File: src/rtl/a25_wb_pkg.sv
// a25_wb_pkg: shared types and constants for the Amber25 three-port Wishbone arbiter
package a25_wb_pkg;
  typedef enum logic [1:0] {IDLE, WRITE, READ} a25_wb_state_e;
  localparam int A25_WB_PORTS = 3;
  localparam logic [1:0] UNCACHED = 2'd0;
  localparam logic [1:0] DCACHE = 2'd1;
  localparam logic [1:0] ICACHE = 2'd2;
  localparam logic [127:0] A25_WB_ERR_DATA = 128'hDEADDEAD_DEADDEAD_DEADDEAD_DEADDEAD;
endpackage

File: src/rtl/a25_wb_watchdog.sv
// a25_wb_watchdog: 8-bit strobe-cycle counter that flags expiry at TIMEOUT_CYCLES
module a25_wb_watchdog #(
  parameter int TIMEOUT_CYCLES = 255
) (
  input  logic i_clk,
  input  logic i_rst,
  input  logic i_clr,
  input  logic i_en,
  output logic o_expired
);
  localparam logic [7:0] LIMIT = 8'(TIMEOUT_CYCLES);
  logic [7:0] r_count;
  always_ff @(posedge i_clk)
    if (i_rst || i_clr) r_count <= '0;
    else if (i_en) r_count <= r_count + 8'd1;
  assign o_expired = i_en && r_count == LIMIT;
endmodule

File: src/rtl/a25_wishbone_arb.sv
// a25_wishbone_arb: fixed-priority 3-port Wishbone B3 master arbiter; watchdog built under A25_WB_WATCHDOG_EN
module a25_wishbone_arb
  import a25_wb_pkg::*;
#(
  parameter int TIMEOUT_CYCLES = 255
) (
  input  logic                      i_clk,
  input  logic                      i_rst,
  input  logic [A25_WB_PORTS-1:0]     i_port_valid,
  input  logic [A25_WB_PORTS-1:0]     i_port_write,
  input  logic [A25_WB_PORTS*128-1:0] i_port_wdata,
  input  logic [A25_WB_PORTS*16-1:0]  i_port_be,
  input  logic [A25_WB_PORTS*32-1:0]  i_port_addr,
  output logic [A25_WB_PORTS-1:0]     o_port_accepted,
  output logic [127:0]              o_port_rdata,
  output logic [A25_WB_PORTS-1:0]     o_port_rdata_valid,
  output logic [31:0]               o_wb_adr,
  output logic [15:0]               o_wb_sel,
  output logic                      o_wb_we,
  output logic [127:0]              o_wb_dat,
  output logic                      o_wb_cyc,
  output logic                      o_wb_stb,
  input  logic [127:0]              i_wb_dat,
  input  logic                      i_wb_ack,
  input  logic                      i_wb_err,
  output logic                      o_bus_err
);
  a25_wb_state_e r_state, w_next;
  logic [1:0] r_owner, w_idx;
  logic [A25_WB_PORTS-1:0] w_grant, r_rdata_valid;
  logic w_busy, w_ack, w_err, w_to, w_term, w_expired, r_we, r_bus_err;
  logic [31:0] r_adr;
  logic [15:0] r_sel;
  logic [127:0] r_dat, r_rdata;
`ifdef A25_WB_WATCHDOG_EN
  a25_wb_watchdog #(.TIMEOUT_CYCLES(TIMEOUT_CYCLES)) u_wdog (
    .i_clk(i_clk),
    .i_rst(i_rst),
    .i_clr(|w_grant),
    .i_en(w_busy),
    .o_expired(w_expired)
  );
`else
  assign w_expired = 1'b0;
`endif
  always_comb begin
    w_idx = i_port_valid[0] ? 2'd0 : i_port_valid[1] ? 2'd1 : 2'd2;
    w_grant = (r_state == IDLE && !i_rst && |i_port_valid) ? 3'b001 << w_idx : '0;
    w_busy = r_state != IDLE;
    w_ack = w_busy && i_wb_ack;
    w_err = w_busy && !i_wb_ack && i_wb_err;
    w_to = w_busy && !i_wb_ack && !i_wb_err && w_expired;
    w_term = w_ack || w_err || w_to;
    w_next = |w_grant ? (i_port_write[w_idx] ? WRITE : READ) : w_term ? IDLE : r_state;
  end
  always_ff @(posedge i_clk)
    if (i_rst) begin
      r_state <= IDLE;
      r_owner <= '0;
      r_adr <= '0;
      r_sel <= '0;
      r_we <= 1'b0;
      r_dat <= '0;
      r_rdata <= '0;
      r_rdata_valid <= '0;
      r_bus_err <= 1'b0;
    end else begin
      r_state <= w_next;
      r_bus_err <= w_err || w_to;
      r_rdata_valid <= (w_term && r_state == READ) ? 3'b001 << r_owner : '0;
      if (w_term && r_state == READ) r_rdata <= w_ack ? i_wb_dat : A25_WB_ERR_DATA;
      if (|w_grant) begin
        r_owner <= w_idx;
        r_adr <= i_port_addr[w_idx*32 +: 32];
        r_we <= i_port_write[w_idx];
        r_sel <= i_port_write[w_idx] ? i_port_be[w_idx*16 +: 16] : 16'hFFFF;
        r_dat <= i_port_wdata[w_idx*128 +: 128];
      end
    end
  assign o_port_accepted = w_grant;
  assign o_port_rdata = r_rdata;
  assign o_port_rdata_valid = r_rdata_valid;
  assign o_wb_adr = r_adr;
  assign o_wb_sel = r_sel;
  assign o_wb_we = r_we;
  assign o_wb_dat = r_dat;
  assign o_wb_cyc = w_busy;
  assign o_wb_stb = w_busy;
  assign o_bus_err = r_bus_err;
endmodule
File: config.mk
export PLATFORM = sky130hd
export DESIGN_NAME = a25_wishbone_arb
export DESIGN_NICKNAME = d
export VERILOG_FILES = /design/src/rtl/a25_wb_pkg.sv /design/src/rtl/a25_wb_watchdog.sv /design/src/rtl/a25_wishbone_arb.sv
export SDC_FILE = /design/constraint.sdc
export NUM_CORES = 1
export LEC_CHECK = 0
export ABC_CLOCK_PERIOD_IN_PS = 2090
export BUFFER_PORTS_ARGS = -buffer_cell sky130_fd_sc_hd__buf_2
export CAP_MARGIN = 20
export CORE_AREA = 2 2 384 386
export CTS_BUF_LIST = sky130_fd_sc_hd__clkbuf_4 sky130_fd_sc_hd__clkbuf_8 sky130_fd_sc_hd__clkbuf_16
export CTS_CLUSTER_SIZE = 40
export DETAILED_ROUTE_END_ITERATION = 10
export DIE_AREA = 0 0 386 388
export SETUP_SLACK_MARGIN = 0.05
export SYNTH_ARGS = -nofsm -noshare
export SYNTH_HDL_FRONTEND = slang
export SYNTH_SLANG_ARGS = --single-unit
File: constraint.sdc
create_clock -name i_clk -period 2.09 [get_ports i_clk]
set_input_delay 0.418 -clock i_clk [delete_from_list [all_inputs] [get_ports i_clk]]
set_output_delay 0.418 -clock i_clk [all_outputs]
set_load 0.1 [all_outputs]
==> results of run 1 <==
[path summary, 6_finish.rpt]
kind | from | to | depth (start not counted)
max | r_state[0]$_SDFFE_PP0P_ | o_port_accepted[0] | 6
min | i_wb_dat[40] | o_port_rdata[40]$_SDFFE_PP0P_ | 3
max reg2reg | r_state[0]$_SDFFE_PP0P_ | r_owner[1]$_SDFFE_PP0P_ | 13
min reg2reg | o_port_rdata[81]$_SDFFE_PP0P_ | o_port_rdata[81]$_SDFFE_PP0P_ | 2
[worst register-to-register path, stage by stage (launching register included)]
cell	delay, ps
dfxtp_4	350
nor3_2	150
buf_4	140
nand4_1	180
buf_4	200
buf_6	110
buf_6	100
buf_6	100
buf_6	110
buf_6	100
buf_6	100
buf_6	110
buf_6	120
a21oi_2	110
[what timing repair did]
item                       CTS  global route
gates resized for setup     21            13
pin swaps                    2             7
hold buffers                34             0
setup endpoints to repair   19            69
hold endpoints to repair    34             0
buffers inserted            15             5
cloned                       0             0
[sequential cells by signal, summed over array words and instances, names as in the netlist]
name,flops
o_wb_adr,32
o_port_rdata,128
o_wb_we,1
o_wb_sel,16
r_state,2
o_bus_err,1
o_port_rdata_valid,3
r_owner,2
o_wb_dat,128
[cells in the mapped netlist]
| library cell | instances |
|---|---|
| a32o_1 | 1 |
| inv_2 | 2 |
| nor4_1 | 1 |
| buf_6 | 3 |
| and3b_1 | 1 |
| dfxtp_1 | 313 |
| a21oi_1 | 146 |
| nand2b_1 | 2 |
| buf_4 | 1 |
| nand2_1 | 42 |
| nand3b_1 | 17 |
| inv_1 | 3 |
| o32ai_1 | 1 |
| buf_2 | 40 |
| nor3_4 | 1 |
| o21ai_0 | 199 |
| o211ai_1 | 177 |
| mux2i_1 | 161 |
| nor2b_1 | 1 |
| nor4b_1 | 2 |
| o21a_1 | 1 |
| or3_1 | 1 |
| clkbuf_2 | 8 |
| buf_1 | 15 |
| nor2_1 | 108 |
| clkbuf_1 | 116 |
| or2_2 | 2 |
| o21ai_1 | 3 |
| o31ai_1 | 17 |
| or3b_2 | 16 |
| nand4_1 | 1 |
| mux2_2 | 160 |
| nor3_1 | 90 |
| and3_1 | 2 |
[cell type report]
| type | count | area (µm²) | area share (%) |
|---|---|---|---|
| Antenna cell | 32 | 80.1 | 0.323 |
| Clock buffer | 53 | 1170 | 4.73 |
| Clock inverter | 22 | 372 | 1.50 |
| Inverter | 5 | 37.5 | 0.151 |
| Multi-Input combinational cell | 1153 | 8080 | 32.6 |
| Sequential cell | 313 | 6270 | 25.3 |
| Tap cell | 1917 | 2400 | 9.68 |
| Timing Repair Buffer | 1103 | 6370 | 25.7 |
[routing by layer]
layer / up-vias / routed length (µm) / global-route usage (%)
li1: 8049 / - / -
met1: 8276 / 43000 / 16.0
met2: 798 / 50200 / 22.3
met3: 269 / 14200 / 7.98
met4: 124 / 4110 / 5.10
met5: - / 769 / 0
[stage by stage]
| step | util, % | cell area (µm²) | instances |
|---|---|---|---|
| final | 17.1 | 24800 | 4598 |
| after global routing | 17.0 | 24700 | 4578 |
| after CTS | 17.0 | 24600 | 4562 |
| after detailed placement | 15.5 | 22600 | 4438 |
| after global placement | 15.5 | 22600 | 4438 |
| after floorplan | - | 15100 | 1654 |
[cell families after synthesis]
group                  after synthesis  share of synthesized area [%]
AOI/OAI and AO/OA                  545                           21.4
muxes                              321                           22.6
DFF                                313                           41.5
and+or+nand+nor                    287                           9.19
buffers and inverters              188                           5.25
[power by group through the flow]
stage,Sequential [mW],Combinational (mW),Clock (mW)
after floorplan,11.4,1.73,0
after global placement,7.07,8.93,0
after detailed placement,7.08,8.98,0
after CTS,6.96,9.13,8.58
after global routing,7.04,9.39,8.75
final,6.96,9.05,8.22
==> run_summary.xml, run 1 <==
<?xml version="1.0" encoding="UTF-8"?>
<metrics>
  <group name="timing">
    <metric name="fin_tns_setup" unit="ps">-324</metric>
    <metric name="max_slew.worst_pin.slew" unit="ps">804</metric>
    <metric name="rsz0062_at_grt" unit="">yes</metric>
    <metric name="finalHoldWorstSlack" unit="ps">59.0</metric>
    <metric name="finalHoldViolCount" unit="">0</metric>
    <metric name="setup_violations" unit="">5</metric>
    <metric name="timing.fmax" unit="MHz">451</metric>
    <metric name="drv_slew" unit="">0</metric>
    <metric name="setup_ws" unit="ps">-129</metric>
    <metric name="fin_worst_skew" unit="ps">35.5</metric>
    <metric name="slew_headroom" unit="%">46.4</metric>
    <metric name="layout_worst_path_cycle_share" unit="%">106</metric>
    <metric name="post-route-min-period" unit="ps">2220</metric>
  </group>
  <group name="finish">
    <metric name="nNetsFinal" unit="">3284</metric>
    <metric name="final_layout_size_suffix_gt1_share" unit="%">50.5</metric>
    <metric name="syn2layout_area_growth" unit="%">64.3</metric>
    <metric name="final_common_cell" unit="">buf_2</metric>
    <metric name="fill_cells" unit="">16400</metric>
    <metric name="most-common-layout-cells" unit="">buf_2 (948), dfxtp_1 (311), o21ai_0 (199), o211ai_1 (177), mux2i_1 (161)</metric>
  </group>
  <group name="yosys">
    <metric name="mappedNetlistNets" unit="">2320</metric>
    <metric name="top_cells_by_area_synth" unit="">dfxtp_1 (42%), mux2_2 (12%), mux2i_1 (11%)</metric>
    <metric name="synth_largest_area_cell" unit="">dfxtp_1</metric>
    <metric name="netlist_area" unit="µm²">15100</metric>
    <metric name="synth_cells" unit="">1654</metric>
    <metric name="synth-seq-area-share" unit="%">41.5</metric>
    <metric name="synth.top_cell.area_share" unit="%">41.5</metric>
    <metric name="avgSynthCellArea" unit="µm²">9.12</metric>
    <metric name="yosysWarningCount" unit="">0</metric>
    <metric name="post_synthesis_sequential_element_count" unit="">313</metric>
    <metric name="synthDistinctLibCells" unit="">34</metric>
  </group>
  <group name="drt">
    <metric name="route.vias.total" unit="">17500</metric>
    <metric name="drc_errors" unit="">0</metric>
    <metric name="post_drt_via_cell_ratio" unit="">3.81</metric>
    <metric name="wl_per_cell" unit="µm">24.4</metric>
    <metric name="route.final.wire_length" unit="mm">112</metric>
    <metric name="postRouteAntennaNets" unit="">0</metric>
    <metric name="detailedRoute.firstPassIterationCount" unit="">7</metric>
    <metric name="initialDrtViolationCount" unit="">1124</metric>
  </group>
  <group name="worst_hold_path">
    <metric name="path_category_of_the_worst_min_delay_check" unit="">primary input to register</metric>
  </group>
  <group name="global_route">
    <metric name="number_of_global_route_vias_before_repair" unit="">17200</metric>
    <metric name="global_route_wire_length_before_repair" unit="mm">145</metric>
    <metric name="grt_max_degree" unit="">138</metric>
    <metric name="global_route.overflow_total" unit="">0</metric>
    <metric name="grt_antenna_before_repair" unit="">107</metric>
    <metric name="overall_routing_resource_usage" unit="%">14.2</metric>
  </group>
  <group name="setup_path">
    <metric name="timing.critical_path.fanout_max" unit="">3</metric>
    <metric name="r2r_slack" unit="ps">50</metric>
    <metric name="worst_setup_ep_type" unit="">output port</metric>
    <metric name="worst_setup_path_start_kind" unit="">register</metric>
    <metric name="cp_slowest_stage_delay" unit="ps">350</metric>
    <metric name="cp.buffers_inverters" unit="">3</metric>
    <metric name="arrival" unit="ps">1800</metric>
    <metric name="critical_path_cell_by_cell" unit="">nor3_2 &gt; buf_4 &gt; buf_6 &gt; nand2b_4 &gt; nor2_4 &gt; buf_12</metric>
    <metric name="cp_data_required_time" unit="ps">1670</metric>
    <metric name="cpMaxStageDelayCell" unit="">dfxtp_4</metric>
    <metric name="worstSetupPathType" unit="">register to output port</metric>
    <metric name="cp_top_family" unit="">simple AND/OR/NAND/NOR gates</metric>
  </group>
  <group name="power_and_ir_drop">
    <metric name="power_switching_share" unit="%">44.3</metric>
    <metric name="power.share.combinational" unit="%">37.3</metric>
    <metric name="total_leakage_power" unit="nW">11.0</metric>
    <metric name="power-per-cell-area" unit="nW/µm²">978</metric>
    <metric name="power_report.internal_total" unit="mW">13.5</metric>
    <metric name="p_total" unit="mW">24.2</metric>
    <metric name="netSwitchingPower" unit="mW">10.7</metric>
    <metric name="peakVddDrop" unit="mV">0.578</metric>
    <metric name="clockPowerShare" unit="%">33.9</metric>
    <metric name="seqPwrFrac" unit="%">28.7</metric>
  </group>
  <group name="placement">
    <metric name="port_buffers" unit="">979</metric>
    <metric name="gpl.final_weighted_congestion" unit="">1.00</metric>
    <metric name="dp_slack" unit="ps">57.8</metric>
    <metric name="hpwl" unit="mm">93.4</metric>
  </group>
  <group name="run_status">
    <metric name="outcome" unit="">finished, violations left</metric>
    <metric name="failed_checks" unit="">setup timing</metric>
  </group>
  <group name="floorplan">
    <metric name="design.die.area" unit="µm²">150000</metric>
    <metric name="die_y_extent" unit="µm">388</metric>
    <metric name="floorplan.core_area" unit="µm²">145000</metric>
    <metric name="floorplan.die.width" unit="µm">386</metric>
    <metric name="std_cell_rows" unit="">140</metric>
    <metric name="boundaryPins" unit="">980</metric>
    <metric name="floorplan.initialDensity" unit="%">10.4</metric>
  </group>
  <group name="flow_run">
    <metric name="cap_viol_max_count" unit="">0</metric>
  </group>
  <group name="clock_network">
    <metric name="cell_chosen_for_the_clock_root" unit="">clkbuf_16</metric>
    <metric name="clock_path_buffers" unit="">3</metric>
    <metric name="cts.reportedPaths.clkPinSlew" unit="ps">60</metric>
    <metric name="cts.htree.levels" unit="">2</metric>
    <metric name="clk_latency" unit="ps">620</metric>
    <metric name="tritoncts_clock_tree" unit="">built</metric>
    <metric name="cts_num_sinks" unit="">313</metric>
    <metric name="numCtsBuffers" unit="">42</metric>
  </group>
</metrics>
Note: power is estimated with default switching activity, not from simulation.
==> run 2, diff against run 1 <==
Settings changed: ABC_AREA from default to 1, CORE_AREA 2 2 384 386 to 2 2 378 380, DIE_AREA 0 0 386 388 to 0 0 380 382.
==> run 2 against run 1 <==
  * The flow still finishes with violations (setup timing)
  * Worst setup slack better by 58 ps
  * Sequential share of layout area is 1.1 points higher
  * Synthesized cell count is 33% higher
  * Sequential power is 2% higher
  * Critical path depth is 1 higher
  * First-iteration DRC count is 20% higher
  * Core utilization is 0.24 points lower
  * Fmax is 2.7% higher
  * Clock power is 6.4% lower
  * Flip-flop and latch count stayed put
  * Clock-buffer cell count is 4 higher
  * Critical path type unchanged
  * Largest power group unchanged
  * Highest routed layer unchanged
==> run_summary.xml, run 2 <==
<?xml version="1.0" encoding="UTF-8"?>
<metrics>
  <group name="run_status">
    <metric name="outcome" unit="">finished, violations left</metric>
    <metric name="failed_checks" unit="">setup timing</metric>
  </group>
  <group name="clock_network">
    <metric name="clk_latency" unit="ps">610</metric>
    <metric name="clock_path_buffers" unit="">3</metric>
    <metric name="cts.htree.levels" unit="">2</metric>
    <metric name="cts_num_sinks" unit="">313</metric>
    <metric name="tritoncts_clock_tree" unit="">built</metric>
    <metric name="cts.reportedPaths.clkPinSlew" unit="ps">60</metric>
    <metric name="cell_chosen_for_the_clock_root" unit="">clkbuf_16</metric>
    <metric name="numCtsBuffers" unit="">41</metric>
  </group>
  <group name="global_route">
    <metric name="number_of_global_route_vias_before_repair" unit="">18000</metric>
    <metric name="grt_max_degree" unit="">74</metric>
    <metric name="global_route.overflow_total" unit="">0</metric>
    <metric name="grt_antenna_before_repair" unit="">56</metric>
    <metric name="overall_routing_resource_usage" unit="%">14.2</metric>
    <metric name="global_route_wire_length_before_repair" unit="mm">145</metric>
  </group>
  <group name="timing">
    <metric name="layout_worst_path_cycle_share" unit="%">103</metric>
    <metric name="setup_ws" unit="ps">-71.2</metric>
    <metric name="slew_headroom" unit="%">48.6</metric>
    <metric name="post-route-min-period" unit="ps">2160</metric>
    <metric name="drv_slew" unit="">0</metric>
    <metric name="finalHoldViolCount" unit="">0</metric>
    <metric name="timing.fmax" unit="MHz">463</metric>
    <metric name="fin_worst_skew" unit="ps">29.7</metric>
    <metric name="rsz0062_at_grt" unit="">yes</metric>
    <metric name="setup_violations" unit="">2</metric>
    <metric name="max_slew.worst_pin.slew" unit="ps">770</metric>
  </group>
  <group name="yosys">
    <metric name="synthDistinctLibCells" unit="">23</metric>
    <metric name="synth-main-ff-cell" unit="">dfxtp_1</metric>
    <metric name="mappedNetlistNets" unit="">2873</metric>
    <metric name="yosysMostFrequentCell" unit="">nand2_1</metric>
    <metric name="post_synthesis_sequential_element_count" unit="">313</metric>
    <metric name="yosysWarningCount" unit="">0</metric>
    <metric name="synth.top_cell.area_share" unit="%">44.1</metric>
    <metric name="async_flop_share" unit="%">0</metric>
    <metric name="synth_cells" unit="">2207</metric>
    <metric name="yosys-top-cells-count" unit="">nand2_1 (750), nor2_1 (423), dfxtp_1 (313), nand3_1 (270), a21oi_1 (147)</metric>
    <metric name="synth-seq-area-share" unit="%">44.1</metric>
    <metric name="synth_largest_area_cell" unit="">dfxtp_1</metric>
    <metric name="synth-edff-count" unit="">0</metric>
    <metric name="netlist_area" unit="µm²">14200</metric>
    <metric name="top_cells_by_area_synth" unit="">dfxtp_1 (44%), nand2_1 (20%), nor2_1 (11%)</metric>
    <metric name="avgSynthCellArea" unit="µm²">6.44</metric>
  </group>
  <group name="setup_path">
    <metric name="worstSetupPathType" unit="">register to output port</metric>
    <metric name="worst_setup_path_start_kind" unit="">register</metric>
    <metric name="worst_setup_ep_type" unit="">output port</metric>
    <metric name="cp_data_required_time" unit="ps">1670</metric>
    <metric name="timing.critical_path.fanout_max" unit="">3</metric>
    <metric name="arrival" unit="ps">1740</metric>
  </group>
  <group name="finish">
    <metric name="syn2layout_area_growth" unit="%">66.6</metric>
    <metric name="nNetsFinal" unit="">3846</metric>
    <metric name="final_layout_size_suffix_gt1_share" unit="%">35.9</metric>
    <metric name="final_common_cell" unit="">buf_2</metric>
    <metric name="finalInstanceArea" unit="µm²">23700</metric>
    <metric name="most-common-layout-cells" unit="">buf_2 (954), nand2_1 (747), nor2_1 (420), dfxtp_1 (311), nand3_1 (269)</metric>
  </group>
  <group name="drt">
    <metric name="wl_per_cell" unit="µm">21.2</metric>
    <metric name="drc_errors" unit="">0</metric>
    <metric name="postRouteAntennaNets" unit="">0</metric>
    <metric name="detailedRoute.firstPassIterationCount" unit="">5</metric>
    <metric name="route.vias.total" unit="">19000</metric>
    <metric name="initialDrtViolationCount" unit="">1344</metric>
    <metric name="route.final.wire_length" unit="mm">109</metric>
    <metric name="post_drt_via_cell_ratio" unit="">3.71</metric>
  </group>
  <group name="power_and_ir_drop">
    <metric name="power.share.combinational" unit="%">38.7</metric>
    <metric name="power-per-cell-area" unit="nW/µm²">1020</metric>
    <metric name="power_report.internal_total" unit="mW">13.0</metric>
    <metric name="peakVddDrop" unit="mV">0.447</metric>
    <metric name="total_leakage_power" unit="nW">11.7</metric>
    <metric name="p_total" unit="mW">24.1</metric>
    <metric name="netSwitchingPower" unit="mW">11.1</metric>
    <metric name="power_switching_share" unit="%">46.2</metric>
    <metric name="seqPwrFrac" unit="%">29.4</metric>
    <metric name="clockPowerShare" unit="%">31.9</metric>
  </group>
  <group name="floorplan">
    <metric name="floorplan.core_area" unit="µm²">141000</metric>
    <metric name="boundaryPins" unit="">980</metric>
    <metric name="floorplan.die.width" unit="µm">380</metric>
    <metric name="floorplan.initialDensity" unit="%">10.1</metric>
    <metric name="die_y_extent" unit="µm">382</metric>
    <metric name="design.die.area" unit="µm²">145000</metric>
    <metric name="std_cell_rows" unit="">138</metric>
  </group>
  <group name="flow_run">
    <metric name="cap_viol_max_count" unit="">0</metric>
  </group>
  <group name="placement">
    <metric name="hpwl" unit="mm">91.6</metric>
    <metric name="port_buffers" unit="">979</metric>
    <metric name="post_dp_cell_area" unit="µm²">21700</metric>
    <metric name="gpl.final_weighted_congestion" unit="">0.971</metric>
  </group>
  <group name="worst_hold_path">
    <metric name="path_category_of_the_worst_min_delay_check" unit="">primary input to register</metric>
  </group>
</metrics>
run 2: power by group through the flow:
| stage | Sequential (mW) | Combinational, mW | Clock [mW] |
|---|---|---|---|
| 6_report | 7.07 | 9.32 | 7.69 |
| 3_5_place_dp | 7.19 | 9.32 | 0 |
| 2_1_floorplan | 11.9 | 1.62 | 0 |
| 5_1_grt | 7.15 | 9.75 | 8.17 |
| 3_3_place_gp | 7.17 | 9.32 | 0 |
| 4_1_cts | 7.07 | 9.45 | 8.00 |
run 2: critical path, cell delays in order, from the launching register on:
cell and delay (ps):
dfxtp_2 340, nor2_4 140, nand2_4 90, inv_4 80
buf_12 110, nand2_8 60, nor2_4 110, buf_12 180
run 2: area by class of cell:
cell class              count  area, µm²
diodes                     16       40.0
flip-flops and latches    313       6270
clock inverters            18        262
clock buffers              57       1200
repair buffers           1090       6290
inverters                  47        194
fillers                 16300     117000
well taps                1890       2360
multi-input cells        1687       7080
run 2: kinds of logic after synthesis:
group,count (synthesis),synth area share (%)
compound gates,236,8.30
buf+inv,207,6.63
flops,313,44.1
simple gates,1451,41.0
run 2: through the flow:
stage / setup slack, ps / std cells / TNS, ps / hold slack (ps) / util, %
2_1_floorplan: 71.5 / 2207 / 0 / 426 / -
3_3_place_gp: -1.66 / 4991 / -1.66 / 445 / 15.4
3_5_place_dp: 17.2 / 4991 / 0 / 450 / 15.4
4_1_cts: -203 / 5102 / -480 / 1.81 / 16.8
5_1_grt: -193 / 5109 / -389 / 32.9 / 16.8
6_report: -71.2 / 5118 / -84.7 / 62.8 / 16.8
run 2: path summary, 6_finish.rpt:
| path | startpoint | end | slack, ps | cells past startpoint |
|---|---|---|---|---|
| setup / recovery | r_state[1]$_SDFFE_PP0P_ | o_port_accepted[0] | -70 | 7 |
| hold / removal | i_wb_dat[24] | o_port_rdata[24]$_SDFFE_PP0P_ | 60 | 3 |
| setup reg to reg | r_state[1]$_SDFFE_PP0P_ | o_wb_dat[85]$_SDFFE_PP0P_ | 250 | 9 |
| hold reg to reg | r_owner[0]$_SDFFE_PP0P_ | o_port_rdata_valid[1]$_SDFF_PP0_ | 450 | 2 |
run 2: per-layer routing:
layer,track usage [%],part of all wire [%],routed length (µm),up-vias
li1,-,-,-,8959
met4,3.66,2.8,3000,42
met3,3.85,7.9,8560,186
met5,0,0.25,271,-
met2,24.1,48,51700,915
met1,17.8,42,45100,8899
run 2: repair_timing:
| item | in CTS | in global routing |
|---|---|---|
| setup buffers | 3 | 0 |
| hold buffers | 33 | 0 |
| endpoints found under the setup margin | 18 | 3 |
| pin swaps | 4 | 2 |
| gates cloned | 0 | 0 |
| gates resized for setup | 32 | 2 |
| hold endpoints to repair | 33 | 0 |
